==> config.mk <==
export PLATFORM = sky130hd
export DESIGN_NAME = vd_frame_ctrl
export DESIGN_NICKNAME = d
export VERILOG_FILES = /design/src/rtl/vd_frame_ctrl.sv
export SDC_FILE = /design/constraint.sdc
export NUM_CORES = 1
export LEC_CHECK = 0
export BUFFER_PORTS_ARGS = -buffer_cell sky130_fd_sc_hd__buf_2
export CORE_ASPECT_RATIO = 0.8
export CORE_MARGIN = 8
export CORE_UTILIZATION = 57
export DETAILED_ROUTE_END_ITERATION = 16
export PLACE_DENSITY_LB_ADDON = 0.3
export REMOVE_ABC_BUFFERS = 1
export SYNTH_ARGS = -nofsm -noshare
export SYNTH_HDL_FRONTEND = slang
export SYNTH_SLANG_ARGS = --single-unit
==> constraint.sdc <==
create_clock -name i_clk -period 2 [get_ports i_clk]
set_input_delay 0.2 -clock i_clk [delete_from_list [all_inputs] [get_ports i_clk]]
set_output_delay 0.2 -clock i_clk [all_outputs]
set_load 0.02 [all_outputs]
==> src/rtl/vd_frame_ctrl.sv <==
`default_nettype none
// =============================================================================
// Module      : vd_frame_ctrl
// Description : Frame sequencer for a conv-encoder -> Viterbi-decoder loopback.
//               Sends one payload LSB first plus zero tail bits, rebuilds the
//               decoded payload and reports done / error / timeout.
// Revision    : 1.0 - initial release
// =============================================================================
module vd_frame_ctrl #(
    parameter int SIZE_DATA   = 8,
    parameter int TAIL_BITS   = 2,
    parameter int TIMEOUT_CYC = 4096
) (
    input  logic                 i_clk,
    input  logic                 i_rst,
    input  logic                 i_start,
    input  logic [SIZE_DATA-1:0] i_data,
    output logic                 o_busy,
    output logic                 o_dec_clr,
    output logic                 o_enc_bit,
    output logic                 o_enc_valid,
    input  logic                 i_enc_ready,
    input  logic                 i_dec_bit,
    input  logic                 i_dec_valid,
    output logic [SIZE_DATA-1:0] o_data,
    output logic                 o_done,
    output logic                 o_err,
    output logic                 o_timeout
);

    localparam int c_frame_bits = SIZE_DATA + TAIL_BITS;
    localparam int c_cnt_w      = $clog2(c_frame_bits + 1);
    localparam int c_to_w       = $clog2(TIMEOUT_CYC + 1);
    localparam int c_idx_w      = (SIZE_DATA > 1) ? $clog2(SIZE_DATA) : 1;

    localparam logic [c_cnt_w-1:0] c_frame_cnt   = c_cnt_w'(c_frame_bits);
    localparam logic [c_cnt_w-1:0] c_last_tx_cnt = c_cnt_w'(c_frame_bits - 1);
    localparam logic [c_cnt_w-1:0] c_payload_cnt = c_cnt_w'(SIZE_DATA);
    localparam logic [c_to_w-1:0]  c_to_last     = c_to_w'(TIMEOUT_CYC - 1);

    typedef enum logic [2:0] {
        S_IDLE = 3'd0,
        S_CLR  = 3'd1,
        S_ENC  = 3'd2,
        S_WAIT = 3'd3,
        S_DONE = 3'd4
    } state_t;

    state_t                 r_state;
    state_t                 w_next;
    logic [SIZE_DATA-1:0]   r_tx;
    logic [SIZE_DATA-1:0]   r_rx;
    logic [SIZE_DATA-1:0]   r_data;
    logic [c_cnt_w-1:0]     r_tx_cnt;
    logic [c_cnt_w-1:0]     r_rx_cnt;
    logic [c_to_w-1:0]      r_to_cnt;
    logic                   r_err;
    logic                   r_timeout;

    logic                   w_active;
    logic                   w_accept;
    logic                   w_tx_last;
    logic                   w_rx_full;
    logic                   w_collect;
    logic                   w_to_hit;
    logic                   w_set_to;
    logic                   w_tx_payload;
    logic                   w_rx_payload;
    logic [c_idx_w-1:0]     w_tx_idx;
    logic [c_idx_w-1:0]     w_rx_idx;

    assign w_active     = (r_state == S_ENC) || (r_state == S_WAIT);
    assign w_accept     = (r_state == S_ENC) && i_enc_ready;
    assign w_tx_last    = (r_tx_cnt == c_last_tx_cnt);
    assign w_rx_full    = (r_rx_cnt == c_frame_cnt);
    assign w_collect    = w_active && i_dec_valid && !w_rx_full;
    assign w_to_hit     = w_active && (r_to_cnt == c_to_last);
    assign w_tx_payload = (r_tx_cnt < c_payload_cnt);
    assign w_rx_payload = (r_rx_cnt < c_payload_cnt);
    // Low counter bits address the payload; only used while the count is inside it.
    assign w_tx_idx     = r_tx_cnt[c_idx_w-1:0];
    assign w_rx_idx     = r_rx_cnt[c_idx_w-1:0];

    always_comb begin
        w_next   = r_state;
        w_set_to = 1'b0;
        case (r_state)
            S_IDLE: begin
                if (i_start) begin
                    w_next = S_CLR;
                end
            end
            S_CLR: begin
                w_next = S_ENC;
            end
            S_ENC: begin
                // An unfinished transmit at the deadline is a timeout.
                if (w_to_hit) begin
                    w_next   = S_DONE;
                    w_set_to = 1'b1;
                end else if (w_accept && w_tx_last) begin
                    w_next = S_WAIT;
                end
            end
            S_WAIT: begin
                if (w_rx_full) begin
                    w_next = S_DONE;
                end else if (w_to_hit) begin
                    w_next   = S_DONE;
                    w_set_to = 1'b1;
                end
            end
            S_DONE: begin
                w_next = S_IDLE;
            end
            default: begin
                w_next = S_IDLE;
            end
        endcase
    end

    always_ff @(posedge i_clk) begin
        if (i_rst) begin
            r_state   <= S_IDLE;
            r_tx      <= '0;
            r_rx      <= '0;
            r_data    <= '0;
            r_tx_cnt  <= '0;
            r_rx_cnt  <= '0;
            r_to_cnt  <= '0;
            r_err     <= 1'b0;
            r_timeout <= 1'b0;
        end else begin
            r_state <= w_next;

            if ((r_state == S_IDLE) && i_start) begin
                r_tx <= i_data;
            end

            if (r_state == S_CLR) begin
                r_tx_cnt  <= '0;
                r_rx_cnt  <= '0;
                r_rx      <= '0;
                r_to_cnt  <= '0;
                r_err     <= 1'b0;
                r_timeout <= 1'b0;
            end else begin
                if (w_accept) begin
                    r_tx_cnt <= r_tx_cnt + 1'b1;
                end
                if (w_active) begin
                    r_to_cnt <= r_to_cnt + 1'b1;
                end
                // Tail bits advance the count but are never stored.
                if (w_collect) begin
                    if (w_rx_payload) begin
                        r_rx[w_rx_idx] <= i_dec_bit;
                    end
                    r_rx_cnt <= r_rx_cnt + 1'b1;
                end
                if (w_set_to) begin
                    r_timeout <= 1'b1;
                end
            end

            if (r_state == S_DONE) begin
                r_data <= r_rx;
                r_err  <= (r_rx != r_tx) || r_timeout;
            end
        end
    end

    assign o_busy      = (r_state != S_IDLE);
    assign o_dec_clr   = (r_state == S_CLR);
    assign o_enc_valid = (r_state == S_ENC);
    assign o_enc_bit   = (r_state == S_ENC) && w_tx_payload && r_tx[w_tx_idx];
    assign o_done      = (r_state == S_DONE);
    assign o_data      = r_data;
    assign o_err       = r_err;
    assign o_timeout   = r_timeout;

endmodule
`default_nettype wire
# Word level (Yosys, flattened, before mapping)

Cells that the tools add are included.

Flip-flop bits (word level): 50
Memories kept: 0
Input bits: 14
Bits in latches: 0
Logic and storage cells: 62
Output and inout bits: 15
ROM bits: 0
RAM bits: 0

Magnitude comparators: 5
Div/mod/pow operators: 0
Reduce and logical (&&, ||, !) cells: 18
Shift-type cells: 0
Muxes and demuxes: 16
$add $sub $neg: 3
Multipliers: 0
Eq/ne operators: 11
Bitwise logic cells: 0

Operator list:

| operator              | number |
|---|---|
| $mux 3                | 5 |
| $add 13x1->13 const B | 1 |
| $eq 13x12->1 const B  | 1 |
| $pmux 3 s4            | 1 |
| $logic_and 1x1->1     | 9 |
| $add 4x1->4 const B   | 2 |
| $bwmux 8              | 1 |
| $eq 4x4->1 const B    | 2 |
| $lt 3x4->1 const B    | 2 |
| $lt 4x4->1 const B    | 2 |
| $ne 8x8->1            | 1 |
| $eq 3x2->1 const B    | 2 |
| $mux 1                | 6 |
| $bmux 1 s3            | 1 |
| $demux 1 s3           | 1 |
| $eq 3x1->1 const B    | 1 |
| $eq 3x3->1 const B    | 1 |
| $ge 3x1->1 const B    | 1 |
| $logic_not 3->1       | 1 |
| $ne 3x1->1 const B    | 1 |
| $ne 3x3->1 const B    | 1 |
| $reduce_and 3->1      | 1 |
| $reduce_bool 3->1     | 1 |
| $logic_or 1x1->1      | 2 |
| other kinds (6)       | 6 |

# Logic depth before layout (Yosys ltp)

Gate-level depths: netlist of the first run.

Word-level depth: 6
Gate-level depth with buffers: 6
Depth with buffers taken out: 6

# Least setup slack after synthesis of the first run

No wires, ideal clock.

Path kind: register -> register
Start point: reg r_state[2]
End point: reg r_tx_cnt[1]
Arrival: 1,593 ps
Clock period less this slack: 1,715 ps
Slack: 285 ps
Buffers on the path: 3
Data required time: 1,877 ps
Library setup time: 123 ps
Stages on the path, launching flop included: 7
Path through: dfxtp_1 buf_2 nor3b_1 or2_0 clkbuf_1 buf_2 a211oi_1

Cells in the longest elaborated chain, start to end: 2
Elaborated cells between the ends (all ways): 4
Classes of those cells: 2 x eq/ne; 2 x reduce/logical

RTL lines:

| what                      | line | RTL |
|---|---|---|
| from (decl)               | 49   | `state_t r_state;` |
| from (signal assigned)    | 134  | `r_state <= w_next;` |
| $eq 3x1->1                | -    |  |
| named net o_dec_clr       | 19   | `output logic o_dec_clr,` |
| $reduce_or 2->1 (no line) | -    |  |
| to (signal assigned)      | 149  | `r_tx_cnt <= r_tx_cnt + 1'b1;` |
| to (decl)                 | 54   | `logic [c_cnt_w-1:0] r_tx_cnt;` |

The timed path passes the listed nets, and every way through them passes these cells.
A chain may end at the register's enable or synchronous reset.

# Final worst setup path of the first run

Start point: reg r_state[2]
End point: out o_done

Cells in the longest elaborated chain, start to end: 1

RTL lines:

| what       | line | RTL |
|---|---|---|
| $eq 3x3->1 | 177  | `assign o_done = (r_state == S_DONE);` |
| to (decl)  | 26   | `output logic o_done,` |

Every way passes these cells.

==> metrics.md, run 1 <==
| Metric | Value |
|---|---|
| GP Congestion | `0.840` |
| Clk_skew | `0.00587 ns` |
| Port bufs | `28` |
| VDD IR max | `0.000468 V` |
| CP endpoint kind | `output port` |
| Initial antenna violation count | `0` |
| Slew margin rel. | `0.675` |
| Mapped Area | `0.00227 sq mm` |
| Critical path's top delay family | `buffers and inverters` |
| Yosys top cell by area | `dfxtp_1` |
| Worst setup SP type | `flop` |
| Placed cell count | `336` |
| Sw Pwr | `0.000510 W` |
| Clk Latency, worst-skew pair | `0.31 ns` |
| Max Clk Rate | `0.541 GHz` |
| Pwr dens | `783 mW/mm^2` |
| Largest net degree at the start of global routing | `19` |
| Die Height | `72.5 um` |
| Register area | `0.00100 sq mm` |
| Tightest Hold Check Type | `in2reg` |
| CTS hold repair buffers | `0` |
| Wire length on met3 | `291 um` |
| Sequential cell fraction of total power | `0.535` |
| GRT overflow | `0` |
| Residual DRC | `0` |
| Site row count | `20` |
| Vias in the first global route | `1,704` |
| Sequential area share after synthesis | `0.441` |
| TNS Setup | `0 ns` |
| First-pass GRT wire length | `7760 um` |
| Hold Slack | `0.116 ns` |
| Total global-route track usage | `0.156` |
| Final Hold Viols | `0` |
| Power Total | `0.00199 W` |
| Flops & latches, synth | `50` |
| Layout Cells excl Fill | `344` |
| Area grow syn2layout | `12.1%` |
| Vias after detailed routing | `1,820` |
| Synth warn | `0` |
| Max Slew Vio Count | `0` |
| Number of max-cap violations | `0` |
| Internal Pwr Total | `0.00148 W` |
| Dpl cell area | `0.00244 sq mm` |
| CORE AREA | `0.00380 sq mm` |
| CTS tree | `done` |
| Final cycle utilization of the critical path | `0.924` |
| Max FO, Critical Path | `11` |
| WP data required | `1.80 ns` |
| Initial drt markers | `137` |
| Routed Antenna Nets | `0` |
| Routed wire per std cell | `13.7 um` |
| Mapped Cells | `265` |
| CP Class | `reg2out` |
| Starting Density | `0.597` |
| Yosys cell types | `34` |
| FILL cells | `338` |
| CP cell instances | `nand2_1, inv_1, buf_2` |
| IO Pins | `29` |
| Max Buffers Root-to-Sink | `2` |
| Sink Count | `50` |
| Switch share | `0.256` |
| Slowest CP cell | `dfxtp_1` |
| Outcome | `finished clean` |
| Die ar. | `0.00628 sq mm` |
| TritonCTS buffer count | `5` |
| CTS root buf | `clkbuf_8` |
| DRT Pass-1 Iters | `4` |
| Antenna Cells | `0` |
| Share of layout cells above drive strength 1 | `0.152` |
| Max incr delay on CP | `0.50 ns` |
| WL final | `4700 um` |
| Multi-input logic area | `0.00118 sq mm` |
| H-tree depth | `2` |
| Vias per cell | `5.29` |
| Minimum clock period | `1.85 ns` |
| Worst-margin pin slew | `0.486 ns` |
| M1 wire length | `2350 um` |
| DP HPWL | `3500 um` |
| Synth area leaders | `dfxtp_1, nand2_1, nor2_1` |
| NumNets Final | `307` |
| Combinational share of power | `0.111` |
| Post-synth top area share | `0.441` |
| Die width | `86.6 um` |
| Critical path arrival | `1.65 ns` |
| WP buf/inv | `2` |
| # setup viols final | `0` |
| Final instance area | `0.00255 sq mm` |
| DR top layer | `met4` |
| Met2 wire length | `2010 um` |
| Clock power share | `0.354` |
| P_leak | `0.985 nW` |
| Avg Inst Size Synth | `8.57 sq um` |
| Clk slew on worst S/H paths | `0.09 ns` |
| RSZ-0062 raised after global routing | `no` |
==> flip-flops by register name, indices dropped and copies added (netlist names) <==
signal     flops
r_to_cnt      13
o_err          1
r_rx           8
o_timeout      1
r_state        3
r_tx           8
o_data         8
r_rx_cnt       4
r_tx_cnt       4
==> worst paths after layout <==
check	slack [ns]	start	to	cells past startpoint
worst max register to register	0.38	r_to_cnt[0]	r_state[0]	5
worst min-delay path	0.12	i_data[2]	r_tx[2]	3
worst min register to register	0.45	o_data[4]	o_data[4]	2
worst max-delay path	0.15	r_state[2]	o_done	3
==> synth_stat cells (all sizes together) <==
cell    count
nor3        3
or3         2
or2         2
clkbuf      5
and2        3
mux2i       9
a211oi      1
nor3b       2
buf        10
and4b       2
dfxtp      50
and4bb      1
nor2b       4
nand3       3
nand4b      3
xor2       12
mux4        2
o21ai       2
xnor2      11
nand2      45
nand4      13
nor2       34
nand2b      1
a21oi      22
nor4        4
nand3b      1
o221a       1
ha          5
and4        3
o21a        3
inv         6
==> kinds of logic (layout without fill, tap and decap cells) <==
logic type | count (synthesis) | count (layout) | share of synthesized area
buffers and inverters | 21 | 45 | 0.0396
XOR/XNOR | 23 | 23 | 0.0887
AND/OR/NAND/NOR | 126 | 126 | 0.273
adder cells (fa/ha/maj) | 5 | 5 | 0.0275
multiplexers | 11 | 11 | 0.0595
flip-flops | 50 | 50 | 0.441
AO/OA/AOI/OAI | 29 | 29 | 0.0710
==> tightest hold or removal path: stages <==
cell	delay, ns
buf_2	0.09
nand2_1	0.04
a21oi_1	0.05
==> what timing repair did <==
action,in CTS,in global routing
resized for setup,0,1
setup endpoints to repair,0,1
setup buffers,0,0
==> per-stage QoR <==
stage	utilization	worst slack (ns)
after floorplan	-	-0.271
after global placement	0.640	0.446
after detailed placement	0.640	0.404
after CTS	0.669	0.0580
after global routing	0.670	0.0218
final	0.670	0.153
==> layout make-up <==
cell class | count | area share
clock inverter | 2 | 0.0147
inverter | 6 | 0.00884
sequential | 50 | 0.393
multi-input combinational | 194 | 0.464
timing repair buffer | 31 | 0.0639
clock buffer | 6 | 0.0285
tap | 55 | 0.0270
==> layer usage <==
metal / track usage / up-vias
met3: 0.0587 / 5
met1: 0.196 / 835
met4: 0.0629 / 0
met2: 0.234 / 39
li1: - / 941
met5: 0 / -
==> power by group through the flow <==
stage | clock network (W) | registers (W) | logic [W]
finish | 0.000707 | 0.00107 | 0.000222
global route | 0.000761 | 0.00107 | 0.000248
CTS | 0.000723 | 0.00107 | 0.000225
detailed placement | 0 | 0.00109 | 0.000221
global placement | 0 | 0.00109 | 0.000220
floorplan | 0 | 0.00107 | 0.000146
==> placed cells by master (no fill, tap or decap), drive strengths merged, types with 2 or more instances in the layout <==
cell type | Yosys | routed
a21oi | 22 | 22
and2 | 3 | 3
and4 | 3 | 3
and4b | 2 | 2
buf | 10 | 31
clkbuf | 5 | 6
dfxtp | 50 | 50
ha | 5 | 5
inv | 6 | 6
mux2i | 9 | 9
mux4 | 2 | 2
nand2 | 45 | 45
nand3 | 3 | 3
nand4 | 13 | 13
nand4b | 3 | 3
nor2 | 34 | 34
nor2b | 4 | 4
nor3 | 3 | 3
nor3b | 2 | 2
nor4 | 4 | 4
o21a | 3 | 3
o21ai | 2 | 2
or2 | 2 | 2
or3 | 2 | 2
xnor2 | 11 | 11
xor2 | 12 | 12
Note: power is estimated with default switching activity, not from simulation.
==> inputs of run 2 (changes only) <==
- HOLD_SLACK_MARGIN: default -> 0.05
- REMOVE_ABC_BUFFERS: 1 -> default
==> run 2 against run 1 <==
  * Hold slack better by 0.016 ns
  * Setup slack better by 0.042 ns
  * Global-route usage up 1.0 points
  * Routed wire length up 2.8%
  * Critical endpoint is now o_enc_bit
  * Largest power group unchanged
==> metrics.md, run 2 (same netlist as run 1, synthesis figures left out) <==
| Metric | Value |
|---|---|
| GP Congestion | `0.815 (-2.9%)` |
| Port bufs | `28 (unchanged)` |
| RSZ-0062 raised after global routing | `no` |
| Largest Register | `r_to_cnt` |
| Routed Antenna Nets | `0 (unchanged)` |
| Initial antenna violation count | `0 (unchanged)` |
| GRT overflow | `0 (unchanged)` |
| Dpl cell area | `0.00245 sq mm (+0.62%)` |
| Vias per cell | `5.51 (+4.1%)` |
| DRT Pass-1 Iters | `4 (unchanged)` |
| CORE AREA | `0.00380 sq mm (unchanged)` |
| Routed wire per std cell | `14.0 um (+2.5%)` |
| Outcome | `finished clean` |
| Pwr dens | `783 mW/mm^2 (about the same)` |
| Final instance area | `0.00256 sq mm (+0.69%)` |
| Max Clk Rate | `0.554 GHz (+2.3%)` |
| Share of layout cells above drive strength 1 | `0.159 (+0.00637)` |
| CTS hold repair buffers | `0 (unchanged)` |
| CP endpoint kind | `output port` |
| VDD IR max | `0.000474 V (+1.3%)` |
| WL final | `4830 um (+2.8%)` |
| H-tree depth | `2 (unchanged)` |
| CTS tree | `done` |
| CP Class | `reg2out` |
| WP data required | `1.80 ns (about the same)` |
| IO Pins | `29 (unchanged)` |
| Residual DRC | `0 (unchanged)` |
| Max FO, Critical Path | `6 (-5)` |
| Antenna Cells | `0 (unchanged)` |
| WP buf/inv | `1 (-1)` |
| TritonCTS buffer count | `5 (unchanged)` |
| Slowest CP cell | `mux4_2` |
| Vias in the first global route | `1,791 (+5.1%)` |
| Final cycle utilization of the critical path | `0.903 (-0.0210)` |
| Setup WS post-layout | `0.195 ns (+0.0420 ns)` |
| Die ar. | `0.00628 sq mm (unchanged)` |
| Setup Buffers After CTS | `0 (unchanged)` |
| Clk slew on worst S/H paths | `0.09 ns (about the same)` |
| NumNets Final | `309 (+0.65%)` |
| Initial drt markers | `169 (+23%)` |
| Die width | `86.6 um (unchanged)` |
| Pre-CTS WS | `0.419 ns (+0.0154 ns)` |
| Largest net degree at the start of global routing | `27 (+8)` |
| DP HPWL | `3600 um (+2.9%)` |
| Most frequent cells in the layout | `dfxtp_1, nand2_1, nor2_1` |
| Multi-input logic area | `0.00118 sq mm (unchanged)` |
| Commonest non-fill, non-tap cell in the layout | `dfxtp_1` |
| Total global-route track usage | `0.166 (+0.0101)` |
| Max Slew Vio Count | `0 (unchanged)` |
| Clk Latency, worst-skew pair | `0.30 ns (about the same)` |
| Minimum clock period | `1.81 ns (-0.0420 ns)` |
| First-pass GRT wire length | `8360 um (+7.7%)` |
| Slew margin rel. | `0.770 (+0.0943)` |
| Site row count | `20 (unchanged)` |
| Critical path's top delay family | `multiplexers` |
| Critical path arrival | `1.61 ns (-0.04 ns)` |
| P_leak | `1.00 nW (+1.6%)` |
| Sink Count | `50 (unchanged)` |
| CTS root buf | `clkbuf_8` |
| TNS Setup | `0 ns (unchanged)` |
| Final Hold Viols | `0 (unchanged)` |
| Die Height | `72.5 um (unchanged)` |
| Syn_nets | `284` |
| Max reg flops | `13 (unchanged)` |
| Starting Density | `0.597 (unchanged)` |
| Register area | `0.00100 sq mm (unchanged)` |
| FILL cells | `334 (-1.2%)` |
| Max incr delay on CP | `0.51 ns (about the same)` |
| # setup viols final | `0 (unchanged)` |
| Clk_skew | `0.00660 ns (+0.000733 ns)` |
| Worst setup SP type | `flop` |
| Number of max-cap violations | `0 (unchanged)` |
| Area grow syn2layout | `12.9%` |
| Max Buffers Root-to-Sink | `2 (unchanged)` |
| Worst-margin pin slew | `0.343 ns (-0.144 ns)` |
| R2R Setup Slk | `0.37 ns (about the same)` |
| CP cell instances | `mux4_2, mux2i_1, nor4_1, buf_2` |
| Tightest Hold Check Type | `in2reg` |
| Vias after detailed routing | `1,901 (+4.5%)` |
[run 2: cell types whose count changed in the layout (fill, tap and decap cells not counted), sizes merged]
cell and change:
buf +2, clkinvlp -1
[run 2: layout make-up]
cell class	instances	area share
Clock inverter	1	0.0117
Sequential cell	50	0.391
Multi-Input combinational cell	194	0.460
Inverter	6	0.00878
Clock buffer	6	0.0322
Timing Repair Buffer	33	0.0693
Tap cell	55	0.0268
[run 2: worst reg2reg max path: cells and delay by family, from the launching register on]
kind / cells / cell delay, ns
DFF: 1 / 0.44
AOI/OAI and AO/OA: 1 / 0.23
adders and majority gates: 1 / 0.20
and+or+nand+nor: 3 / 0.66
[run 2: power by group]
group          switching (W)  leakage (nW)  internal (W)
sequential         0.0000440         0.405       0.00102
clock               0.000314        0.0573      0.000400
combinational       0.000136         0.539     0.0000911
total               0.000494          1.00       0.00151
[run 2: worst paths after layout]
| path | from | end | cells past startpoint |
|---|---|---|---|
| setup / recovery | r_tx_cnt[0] | o_enc_bit | 4 |
| setup reg to reg | r_to_cnt[0] | r_state[0] | 5 |
| hold / removal | i_data[6] | r_tx[6] | 3 |
| hold reg to reg | o_data[7] | o_data[7] | 2 |
[run 2: metrics by stage]
stage / instances / util / hold slack (ns) / total power (W)
after floorplan: 265 / - / 0.336 / 0.00124
after global placement: 338 / 0.644 / 0.441 / 0.00131
after detailed placement: 338 / 0.644 / 0.445 / 0.00132
after CTS: 345 / 0.674 / 0.125 / 0.00203
after global routing: 345 / 0.674 / 0.141 / 0.00211
final: 345 / 0.674 / 0.131 / 0.00201
[run 2: timing repair]
action                                 CTS  global route
gates resized for setup                  0             1
endpoints found under the hold margin    0             0
setup endpoints to repair                0             1
[run 2: routing by layer]
| layer | wire length (um) | track usage | up-vias |
|---|---|---|---|
| met3 | 408 | 0.0519 | 5 |
| met2 | 2130 | 0.247 | 75 |
| met1 | 2250 | 0.219 | 872 |
| li1 | - | - | 949 |
| met5 | 0 | 0 | - |
| met4 | 39 | 0.0629 | 0 |
==> inputs of run 3 (changes only) <==
- ABC_AREA: default -> 1
- CORE_MARGIN: 8 -> default
==> run 3 against run 2 <==
  * Die area down 29%
  * Setup slack improved by 0.028 ns
  * Via count up 12%
  * First-iteration DRC count is 10% higher
  * Critical path type unchanged
  * Highest routed layer unchanged
==> metrics.md, run 3 <==
| Metric | Value |
|---|---|
| Most frequent cells in the layout | `dfxtp_1, nand2_1, nor2_1` |
| Max FO, Critical Path | `8 (+2)` |
| Synth warn | `0 (unchanged)` |
| GRT overflow | `0 (unchanged)` |
| Routed wire per std cell | `12.8 um (-8.4%)` |
| NumNets Final | `366 (+18%)` |
| Clk_skew | `0.00534 ns (-0.00126 ns)` |
| Slowest CP cell | `dfxtp_2` |
| P_leak | `1.08 nW (+7.7%)` |
| Total global-route track usage | `0.255 (+0.0883)` |
| Critical path arrival | `1.58 ns (-0.03 ns)` |
| Vias in the first global route | `1,896 (+5.9%)` |
| FILL cells | `354 (+6.0%)` |
| Post-synth EDFFs | `0 (unchanged)` |
| Clk Latency, worst-skew pair | `0.31 ns (about the same)` |
| Area grow syn2layout | `12.8% (about the same)` |
| Port bufs | `28 (unchanged)` |
| Commonest non-fill, non-tap cell in the layout | `dfxtp_1` |
| First-pass GRT wire length | `8460 um (+1.2%)` |
| Syn_nets | `336 (+18%)` |
| Most frequent cell after synthesis | `dfxtp_1` |
| DP HPWL | `3760 um (+4.4%)` |
| Synth area leaders | `dfxtp_1, nand2_1, a21oi_1` |
| Yosys top cell by area | `dfxtp_1` |
| Mapped Cells | `317 (+20%)` |
| # setup viols final | `0 (unchanged)` |
| Max Clk Rate | `0.563 GHz (+1.6%)` |
| WP data required | `1.80 ns (about the same)` |
| Max Slew Vio Count | `0 (unchanged)` |
| TNS Setup | `0 ns (unchanged)` |
| CTS root buf | `clkbuf_8` |
| Antenna Cells | `0 (unchanged)` |
| DRT Pass-1 Iters | `4 (unchanged)` |
| Initial drt markers | `186 (+10%)` |
| Sequential area share after synthesis | `0.420 (-0.0201)` |
| Slew margin rel. | `0.720 (-0.0493)` |
| Max Buffers Root-to-Sink | `2 (unchanged)` |
| Die Height | `59.8 um (-17%)` |
| Largest net degree at the start of global routing | `21 (-22%)` |
| CP Class | `reg2out` |
| IO Pins | `29 (unchanged)` |
| Post-synth top area share | `0.420 (-0.0201)` |
| Residual DRC | `0 (unchanged)` |
| Max incr delay on CP | `0.41 ns (-0.10 ns)` |
| Initial antenna violation count | `0 (unchanged)` |
| Clk slew on worst S/H paths | `0.09 ns (about the same)` |
| Die ar. | `0.00444 sq mm (-29%)` |
| RSZ-0062 raised after global routing | `no` |
| Max reg flops | `13 (unchanged)` |
| Mapped Area | `0.00238 sq mm (+4.8%)` |
| Die width | `74.3 um (-14%)` |
| Worst-margin pin slew | `0.420 ns (+0.0771 ns)` |
| Starting Density | `0.610 (+0.0126)` |
| Layout Cells excl Fill | `402 (+17%)` |
| Final cycle utilization of the critical path | `0.888 (-0.0141)` |
| GP Congestion | `0.860 (+5.5%)` |
| Placed cell count | `395 (+17%)` |
| Tightest Hold Check Type | `in2reg` |
| Outcome | `finished clean` |
| Critical path's top delay family | `flip-flops` |
| Flops & latches, synth | `50 (unchanged)` |
| Power Total | `0.00288 W (+43%)` |
| Yosys cell types | `35 (+2.9%)` |
| CP endpoint kind | `output port` |
| WL final | `5160 um (+6.8%)` |
| CORE AREA | `0.00390 sq mm (+2.6%)` |
| Vias after detailed routing | `2,128 (+12%)` |
| TritonCTS buffer count | `5 (unchanged)` |
| Setup WS post-layout | `0.223 ns (+0.0283 ns)` |
| Pre-CTS WS | `0.351 ns (-0.0682 ns)` |
| Hold Slack | `0.165 ns (+0.0341 ns)` |
| Largest Register | `r_to_cnt` |
| Minimum clock period | `1.78 ns (-0.0283 ns)` |
| Sink Count | `50 (unchanged)` |
| Most common library cells after synthesis | `dfxtp_1, nand2_1, nor2_1` |
| Number of max-cap violations | `0 (unchanged)` |
| CP cell instances | `inv_1, o21ai_0, a21oi_1, o21ai_0, nand3_1, nor2_1, buf_2` |
| WP buf/inv | `2 (+1)` |
| Share of layout cells above drive strength 1 | `0.179 (+0.0201)` |
| CTS tree | `done` |
| Avg Inst Size Synth | `7.51 sq um (-12%)` |
| H-tree depth | `2 (unchanged)` |
| Final Hold Viols | `0 (unchanged)` |
| Routed Antenna Nets | `0 (unchanged)` |
| Worst setup SP type | `flop` |
| Vias per cell | `5.29 (-3.9%)` |
| Worst path most repeated cell | `o21ai_0` |
| VDD IR max | `0.000980 V (+110%)` |
| Asr flop ratio synth | `0 (unchanged)` |
| Setup Buffers After CTS | `0 (unchanged)` |
| Site row count | `20 (unchanged)` |
| Pwr dens | `1070 mW/mm^2 (+37%)` |
| Ys flop type | `dfxtp_1` |
-- run 3: cell count changes in the layout (fill, tap and decap cells not counted), sizes merged, moves of 4 or more --
cell    previous run  this run
nor3               3        10
o21ai              2        21
inv                6        44
xor2              12         4
nor2              34        44
nor2b              4         0
a211oi             1        14
nand4             13         2
mux2i              9         0
nand2             45        49
nand3              3        22
a21oi             22        33
xnor2             11         1
-- run 3: layout make-up --
class	instances	area (sq um)	area share
clock buffers	6	82.6	0.0307
flip-flops and latches	50	1000	0.373
well taps	55	68.8	0.0256
inverters	44	168	0.0624
repair buffers	30	155	0.0578
clock inverters	1	30.0	0.0112
multi-input cells	216	1180	0.439
-- run 3: logic make-up (layout without fill, tap and decap cells) --
group	count (synthesis)	after routing	synth area share
AOI/OAI and AO/OA	75	75	0.179
and+or+nand+nor	131	131	0.272
adders and majority gates	5	5	0.0263
buffers and inverters	51	81	0.0841
DFF	50	50	0.420
xor gates and xnor gates	5	5	0.0184
-- run 3: path summary, 6_finish.rpt --
check                    from          end  cells past startpoint  slack (ns)
setup reg to reg  r_rx_cnt[0]      r_rx[7]                      8        0.31
setup / recovery  r_tx_cnt[0]    o_enc_bit                      7        0.22
hold / removal      i_data[1]      r_tx[1]                      3        0.17
hold reg to reg   r_to_cnt[6]  r_to_cnt[6]                      2        0.48
-- run 3: timing repair --
action                                  in CTS  in global routing
endpoints found under the setup margin       0                  1
gates resized for setup                      0                  1
hold buffers                                 0                  0
-- run 3: metal layers --
| metal | wire [um] | GRT usage |
|---|---|---|
| met5 | 0 | 0 |
| met4 | 88 | 0.0889 |
| met3 | 282 | 0.0455 |
| met2 | 2210 | 0.399 |
| met1 | 2580 | 0.354 |
-- run 3: where the power goes --
group | total (W) | switching (W) | internal, W
Clock | 0.000723 | 0.000323 | 0.000400
Combinational | 0.000914 | 0.000606 | 0.000308
Sequential | 0.00124 | 0.000132 | 0.00111
-- run 3: metrics by stage --
stage / utilization / area [sq um]
after floorplan: - / 2380
after global placement: 0.659 / 2570
after detailed placement: 0.659 / 2570
after CTS: 0.688 / 2690
after global routing: 0.688 / 2690
final: 0.688 / 2690
-- run 3: tightest hold or removal path, stage by stage --
cell,delay (ns)
buf_2,0.10
nor2_1,0.09
a211oi_1,0.05
